--- config.mk ---
export PLATFORM = sky130hd
export DESIGN_NAME = apb_cmd_master_flat
export DESIGN_NICKNAME = d
export VERILOG_FILES = /design/src/rtl/apb_cmd_master_if.sv /design/src/rtl/apb_cmd_master.sv /design/src/flat_wrapper.sv
export SDC_FILE = /design/constraint.sdc
export NUM_CORES = 1
export LEC_CHECK = 0
export ABC_AREA = 1
export CORE_ASPECT_RATIO = 2
export CORE_MARGIN = 4
export CORE_UTILIZATION = 42
export DETAILED_ROUTE_END_ITERATION = 8
export GPL_TIMING_DRIVEN = 0
export HOLD_SLACK_MARGIN = 0.05
export MAX_ROUTING_LAYER = met4
export PLACE_DENSITY = 0.91
export SYNTH_ARGS = -nofsm -noshare
export SYNTH_HDL_FRONTEND = slang
export SYNTH_SLANG_ARGS = --single-unit
--- constraint.sdc ---
create_clock -name clk -period 1.7 [get_ports clk]
set_input_delay 0.34 -clock clk [delete_from_list [all_inputs] [get_ports clk]]
set_output_delay 0.34 -clock clk [all_outputs]
set_load 0.05 [all_outputs]
--- src/rtl/apb_cmd_master_if.sv ---
// Bundle of the command stream, response stream and APB bus around apb_cmd_master.
// The master modport is the view of the master block itself; slave is the surrounding environment.
interface apb_cmd_master_if #(
  parameter int ADDR_W = 12,
  parameter int DATA_W = 32
);
  logic              cmd_valid;
  logic              cmd_ready;
  logic              cmd_write;
  logic [ADDR_W-1:0] cmd_addr;
  logic [DATA_W-1:0] cmd_wdata;
  logic              rsp_valid;
  logic              rsp_ready;
  logic [DATA_W-1:0] rsp_rdata;
  logic              rsp_err;
  logic              rsp_tmo;
  logic [ADDR_W-1:0] paddr;
  logic              psel;
  logic              penable;
  logic              pwrite;
  logic [DATA_W-1:0] pwdata;
  logic [DATA_W-1:0] prdata;
  logic              pready;
  logic              pslverr;

  modport master (
    input  cmd_valid, cmd_write, cmd_addr, cmd_wdata, rsp_ready,
           prdata, pready, pslverr,
    output cmd_ready, rsp_valid, rsp_rdata, rsp_err, rsp_tmo,
           paddr, psel, penable, pwrite, pwdata
  );

  modport slave (
    output cmd_valid, cmd_write, cmd_addr, cmd_wdata, rsp_ready,
           prdata, pready, pslverr,
    input  cmd_ready, rsp_valid, rsp_rdata, rsp_err, rsp_tmo,
           paddr, psel, penable, pwrite, pwdata
  );
endinterface

--- src/rtl/apb_cmd_master.sv ---
// Single-outstanding APB3 master: one command in, one SETUP/ACCESS transfer, one response out.
// ACCESS phases that wait too long for pready are aborted with rsp_err/rsp_tmo.
module apb_cmd_master #(
  parameter int ADDR_W  = 12,
  parameter int DATA_W  = 32,
  parameter int TIMEOUT = 16
) (
  input  logic              clk,
  input  logic              rstn,
  apb_cmd_master_if.master  bus
);

  localparam int CNT_W = (TIMEOUT > 0) ? $clog2(TIMEOUT + 1) : 1;
  localparam logic [CNT_W-1:0] TMO_LAST = CNT_W'((TIMEOUT > 0) ? TIMEOUT - 1 : 0);

  typedef enum logic [1:0] {IDLE, SETUP, ACCESS, RESP} state_t;

  state_t            state_q, state_d;
  logic [ADDR_W-1:0] paddr_q, paddr_d;
  logic              pwrite_q, pwrite_d;
  logic [DATA_W-1:0] pwdata_q, pwdata_d;
  logic              psel_q, psel_d;
  logic              penable_q, penable_d;
  logic              rsp_valid_q, rsp_valid_d;
  logic [DATA_W-1:0] rsp_rdata_q, rsp_rdata_d;
  logic              rsp_err_q, rsp_err_d;
  logic              rsp_tmo_q, rsp_tmo_d;
  logic [CNT_W-1:0]  cnt_q, cnt_d;

  // Outputs come from next-state values so each flop already shows the state being entered.
  always_comb begin
    state_d     = state_q;
    paddr_d     = paddr_q;
    pwrite_d    = pwrite_q;
    pwdata_d    = pwdata_q;
    psel_d      = psel_q;
    penable_d   = penable_q;
    rsp_valid_d = rsp_valid_q;
    rsp_rdata_d = rsp_rdata_q;
    rsp_err_d   = rsp_err_q;
    rsp_tmo_d   = rsp_tmo_q;
    cnt_d       = cnt_q;
    case (state_q)
      IDLE: begin
        if (bus.cmd_valid) begin
          paddr_d  = bus.cmd_addr;
          pwrite_d = bus.cmd_write;
          pwdata_d = bus.cmd_wdata;
          psel_d   = 1'b1;
          state_d  = SETUP;
        end
      end
      SETUP: begin
        penable_d = 1'b1;
        cnt_d     = '0;
        state_d   = ACCESS;
      end
      ACCESS: begin
        // pready is checked before the timeout so a same-edge arrival completes normally.
        if (bus.pready) begin
          rsp_err_d   = bus.pslverr;
          rsp_tmo_d   = 1'b0;
          rsp_rdata_d = (pwrite_q || bus.pslverr) ? '0 : bus.prdata;
          psel_d      = 1'b0;
          penable_d   = 1'b0;
          rsp_valid_d = 1'b1;
          state_d     = RESP;
        end else if (TIMEOUT != 0 && cnt_q == TMO_LAST) begin
          rsp_err_d   = 1'b1;
          rsp_tmo_d   = 1'b1;
          rsp_rdata_d = '0;
          psel_d      = 1'b0;
          penable_d   = 1'b0;
          rsp_valid_d = 1'b1;
          state_d     = RESP;
        end else if (TIMEOUT != 0) begin
          cnt_d = cnt_q + CNT_W'(1);
        end
      end
      RESP: begin
        if (bus.rsp_ready) begin
          rsp_valid_d = 1'b0;
          state_d     = IDLE;
        end
      end
      default: state_d = IDLE;
    endcase
  end

  always_ff @(posedge clk or negedge rstn) begin
    if (!rstn) begin
      state_q     <= IDLE;
      paddr_q     <= '0;
      pwrite_q    <= 1'b0;
      pwdata_q    <= '0;
      psel_q      <= 1'b0;
      penable_q   <= 1'b0;
      rsp_valid_q <= 1'b0;
      rsp_rdata_q <= '0;
      rsp_err_q   <= 1'b0;
      rsp_tmo_q   <= 1'b0;
      cnt_q       <= '0;
    end else begin
      state_q     <= state_d;
      paddr_q     <= paddr_d;
      pwrite_q    <= pwrite_d;
      pwdata_q    <= pwdata_d;
      psel_q      <= psel_d;
      penable_q   <= penable_d;
      rsp_valid_q <= rsp_valid_d;
      rsp_rdata_q <= rsp_rdata_d;
      rsp_err_q   <= rsp_err_d;
      rsp_tmo_q   <= rsp_tmo_d;
      cnt_q       <= cnt_d;
    end
  end

  // Ready tracks IDLE directly so a command can be taken on the very first edge after reset release.
  assign bus.cmd_ready = rstn && (state_q == IDLE);
  assign bus.rsp_valid = rsp_valid_q;
  assign bus.rsp_rdata = rsp_rdata_q;
  assign bus.rsp_err   = rsp_err_q;
  assign bus.rsp_tmo   = rsp_tmo_q;
  assign bus.paddr     = paddr_q;
  assign bus.psel      = psel_q;
  assign bus.penable   = penable_q;
  assign bus.pwrite    = pwrite_q;
  assign bus.pwdata    = pwdata_q;

endmodule

--- src/flat_wrapper.sv ---
// flat-port wrapper written by rule: the top's interface ports become plain ports
module apb_cmd_master_flat 
#(
  parameter int ADDR_W  = 12,
  parameter int DATA_W  = 32,
  parameter int TIMEOUT = 16
)
  (clk, rstn, bus_cmd_valid, bus_cmd_write, bus_cmd_addr, bus_cmd_wdata, bus_rsp_ready, bus_prdata, bus_pready, bus_pslverr, bus_cmd_ready, bus_rsp_valid, bus_rsp_rdata, bus_rsp_err, bus_rsp_tmo, bus_paddr, bus_psel, bus_penable, bus_pwrite, bus_pwdata);
  apb_cmd_master_if #(.ADDR_W(ADDR_W), .DATA_W(DATA_W)) bus_i ();
  input  logic clk;
  input  logic rstn;
  input wire logic [$bits(bus_i.cmd_valid)-1:0] bus_cmd_valid;
  input wire logic [$bits(bus_i.cmd_write)-1:0] bus_cmd_write;
  input wire logic [$bits(bus_i.cmd_addr)-1:0] bus_cmd_addr;
  input wire logic [$bits(bus_i.cmd_wdata)-1:0] bus_cmd_wdata;
  input wire logic [$bits(bus_i.rsp_ready)-1:0] bus_rsp_ready;
  input wire logic [$bits(bus_i.prdata)-1:0] bus_prdata;
  input wire logic [$bits(bus_i.pready)-1:0] bus_pready;
  input wire logic [$bits(bus_i.pslverr)-1:0] bus_pslverr;
  output wire logic [$bits(bus_i.cmd_ready)-1:0] bus_cmd_ready;
  output wire logic [$bits(bus_i.rsp_valid)-1:0] bus_rsp_valid;
  output wire logic [$bits(bus_i.rsp_rdata)-1:0] bus_rsp_rdata;
  output wire logic [$bits(bus_i.rsp_err)-1:0] bus_rsp_err;
  output wire logic [$bits(bus_i.rsp_tmo)-1:0] bus_rsp_tmo;
  output wire logic [$bits(bus_i.paddr)-1:0] bus_paddr;
  output wire logic [$bits(bus_i.psel)-1:0] bus_psel;
  output wire logic [$bits(bus_i.penable)-1:0] bus_penable;
  output wire logic [$bits(bus_i.pwrite)-1:0] bus_pwrite;
  output wire logic [$bits(bus_i.pwdata)-1:0] bus_pwdata;
  assign bus_i.cmd_valid = bus_cmd_valid;
  assign bus_i.cmd_write = bus_cmd_write;
  assign bus_i.cmd_addr = bus_cmd_addr;
  assign bus_i.cmd_wdata = bus_cmd_wdata;
  assign bus_i.rsp_ready = bus_rsp_ready;
  assign bus_i.prdata = bus_prdata;
  assign bus_i.pready = bus_pready;
  assign bus_i.pslverr = bus_pslverr;
  assign bus_cmd_ready = bus_i.cmd_ready;
  assign bus_rsp_valid = bus_i.rsp_valid;
  assign bus_rsp_rdata = bus_i.rsp_rdata;
  assign bus_rsp_err = bus_i.rsp_err;
  assign bus_rsp_tmo = bus_i.rsp_tmo;
  assign bus_paddr = bus_i.paddr;
  assign bus_psel = bus_i.psel;
  assign bus_penable = bus_i.penable;
  assign bus_pwrite = bus_i.pwrite;
  assign bus_pwdata = bus_i.pwdata;
  apb_cmd_master #(.ADDR_W(ADDR_W), .DATA_W(DATA_W), .TIMEOUT(TIMEOUT)) u_core (.clk(clk), .rstn(rstn), .bus(bus_i));
endmodule
==> summary.md <==
| Metric | Value |
|---|---|
| Status | complete, no violations |
| Sw frac | 0.503 |
| Clk root buf | clkbuf_16 |
| Die Y | 142 microns |
| Compound-Gate Fraction of Synth Area | 0.0186 |
| Sequential power share | 0.281 |
| DRC Markers | 0 |
| Synth Area in XOR/XNOR | 0 |
| Reg clk slew, reported paths | 60 ps |
| LEAKAGE | 3.17 nW |
| Setup violations, final | 0 |
| Power per Cell Area | 2190 mW/mm^2 |
| Top cell type's share of synthesized area | 0.592 |
| Power Total | 12.8 mW |
| Final hold viol count | 0 |
| Vias per cell | 4.95 |
| Synth cell types | 21 |
| CTS Buffer Depth | 2 |
| Final wirelength | 10500 microns |
| Worst setup SP type | flop |
| WS Path Type | flop to flop |
| Worst-margin pin slew | 802 ps |
| H-tree depth | 3 |
| Seq/Total Area, Yosys | 0.592 |
| Vias in the first global route | 3638 |
| Register bit total from synthesis | 89 |
| Cell area after layout | 0.00584 sq mm |
| Pre-antenna DRT Iters | 4 |
| Clock Power Share | 0.165 |
| Internal power | 6.37 mW |
| Synthesized area | 0.00376 sq mm |
| DR WL/cell | 14.9 microns |
| # diodes | 0 |
| Synthesized-area fraction occupied by adder cells | 0.0233 |
| Largest net degree at the start of global routing | 73 |
| Critical Path End Type | flop |
| Later-pin clock latency in the skew report | 340 ps |
| Hold Crit Class | input port to async pin |
| Fillers | 714 |
| Final Max Tran Viols | 0 |
| Max-Slew Margin vs Limit | 0.463 |
| TritonCTS clock tree | yes |
| CTS Sinks | 89 |
| Detail Route Antenna Nets | 0 |
| Max-cap violations | 0 |
| Total GRT Usage | 0.207 |
| Cell Area, Placed | 0.00557 sq mm |
| Reg2reg path depth | 8 |
| Combinational share of power | 0.554 |
| Nets | 691 |
| VDD IR max | 1.17 mV |
| Global-route wire length before repair | 16700 microns |
| Die Wd | 74.9 microns |
| Peak Freq | 612 MHz |
| Mux contribution to synthesized area | 0 |
| Final cell count without fillers | 706 |
| Layout cells sized above 1 | 0.0891 |
| Clock Skew | 4.44 ps |
| Critical Path AT | 1910 ps |
| Synth area leaders | dfrtp_1 59%, nand2_1 19%, nand3_1 8.9%, buf_6 2.4%, ha_1 2.3% |
| Critical Path RT | 1970 ps |
| Initial antenna violation count | 0 |
| Hpwl dp | 8060 microns |
| Fin crit share | 0.962 |
| Gr ovfl total | 0 |
| Row Count | 48 |
| Number of buffers created by CTS | 9 |
| P&R area growth vs syn | 55.2% |
| Routability cong. | 0.790 |
| Post-synth net total | 510 |
| 1st-iter DRT viols | 240 |
| Largest family of logic cells by synthesized area | simple AND/OR/NAND/NOR gates |
| Crit Path Max Fanout | 10 |
| Leading area contributor after synthesis | dfrtp_1 |
| Io pins | 166 |
| Mapped Cells | 420 |
| DIE AREA | 0.0106 sq mm |
| Avg Cell Area, Syn | 8.96 sq um |
| Simple-gate share of the synthesized area | 0.303 |
| Port bufs | 165 |
| Ys Warns | 0 |
| NetSw | 6.44 mW |
| Tmin final | 1630 ps |
| CORE AREA | 0.00871 sq mm |
| Starting Density | 0.432 |
| Post-Place Cells | 686 |
| Routed vias | 3498 |
[layer usage]
metal | up-vias | track usage | part of all wire
met5 | - | - | 0
met4 | 0 | 0.0919 | 0.031
met3 | 28 | 0.0511 | 0.077
met2 | 157 | 0.362 | 0.54
met1 | 1620 | 0.211 | 0.36
li1 | 1693 | - | -
[cell usage in the layout, fill, tap and decap left out, drive strengths merged, types with 6 or more instances in the layout]
cell,instances
dfrtp,89
o21ai,6
nand2,192
buf,25
a21oi,8
clkdlybuf4s50,81
dlygate4sd2,82
clkbuf,13
inv,18
nand3,68
ha,7
nor2,9
[path summary, 6_finish.rpt]
path                                             from                       end  slack, ps
min in group clk                u_core.bus.pwdata[12]     u_core.bus.pwdata[12]        470
worst max register to register        u_core.cnt_q[0]  u_core.bus.rsp_rdata[16]         70
max in group asynchronous                        rstn      u_core.bus.pwdata[2]        540
worst min register to register  u_core.bus.pwdata[12]     u_core.bus.pwdata[12]        470
worst min-delay path                             rstn           u_core.cnt_q[0]          7
worst max-delay path                  u_core.cnt_q[0]  u_core.bus.rsp_rdata[16]         70
[layout make-up]
class	count	area, sq um	area share
buffer	21	165	0.0283
multi-input combinational	292	1320	0.225
clock buffer	12	246	0.0422
inverter	18	75.1	0.0128
sequential	89	2230	0.381
tap	100	125	0.0214
clock inverter	4	76.3	0.0131
timing repair buffer	170	1610	0.276
[through the flow]
step	util	setup WS, ps	TNS, ps	hold WS (ps)
6_report	0.671	65.3	0	7.44
5_1_grt	0.671	-26.6	-241	36.1
4_1_cts	0.667	11.5	0	28.3
3_5_place_dp	0.639	-603	-603	237
3_3_place_gp	0.636	-3420	-256850	461
2_1_floorplan	-	270	0	44.4
[flip-flops by register name (all words and copies together), names as in the netlist]
name,cells
u_core.bus.paddr,12
u_core.bus.penable,1
u_core.bus.psel,1
u_core.bus.pwdata,32
u_core.bus.pwrite,1
u_core.bus.rsp_err,1
u_core.bus.rsp_rdata,32
u_core.bus.rsp_tmo,1
u_core.bus.rsp_valid,1
u_core.cnt_q,5
u_core.state_q,2
[critical path, cell delays in order, from the launching register on]
cell	delay, ps
dfrtp_1	410
ha_1	230
nand2_1	110
nor2_2	60
ha_1	190
nand2_2	140
buf_2	240
nand3_1	110
nand2_1	80
[logic make-up after synthesis]
group / after synthesis
AND/OR/NAND/NOR: 271
adder cells (fa/ha/maj): 7
AO/OA/AOI/OAI: 14
buffers and inverters: 39
flip-flops: 89
[power by group through the flow]
stage                     Clock, mW  Sequential (mW)  Combinational (mW)
after floorplan                   0             6.80                1.79
after detailed placement          0             3.65                7.67
after CTS                      2.17             3.59                7.12
after global routing           2.26             3.69                7.58
after global placement            0             3.60                7.50
final                          2.12             3.60                7.09
[cell usage after synthesis]
library cell  number
nor2_1             8
nand3b_1           1
nand4_1            1
inv_4              1
nor2_4             1
inv_1             15
ha_1               7
buf_2             10
inv_6              1
nand3_1           67
nand2_2            2
o21ai_0            4
inv_2              1
buf_4              3
buf_6              8
nand2_1          189
o21ai_1            2
a21oi_1            8
nand2_8            1
nand3_2            1
dfrtp_1           89
[repair_timing]
action	4_1_cts	5_1_grt
pin swaps	1	0
hold buffers	1	1
cloned	0	0
resized for setup	91	6
setup buffers	0	2
endpoints found under the setup margin	83	9
endpoints found under the hold margin	18	5
No activity file was read; power rests on OpenSTA's default activity.
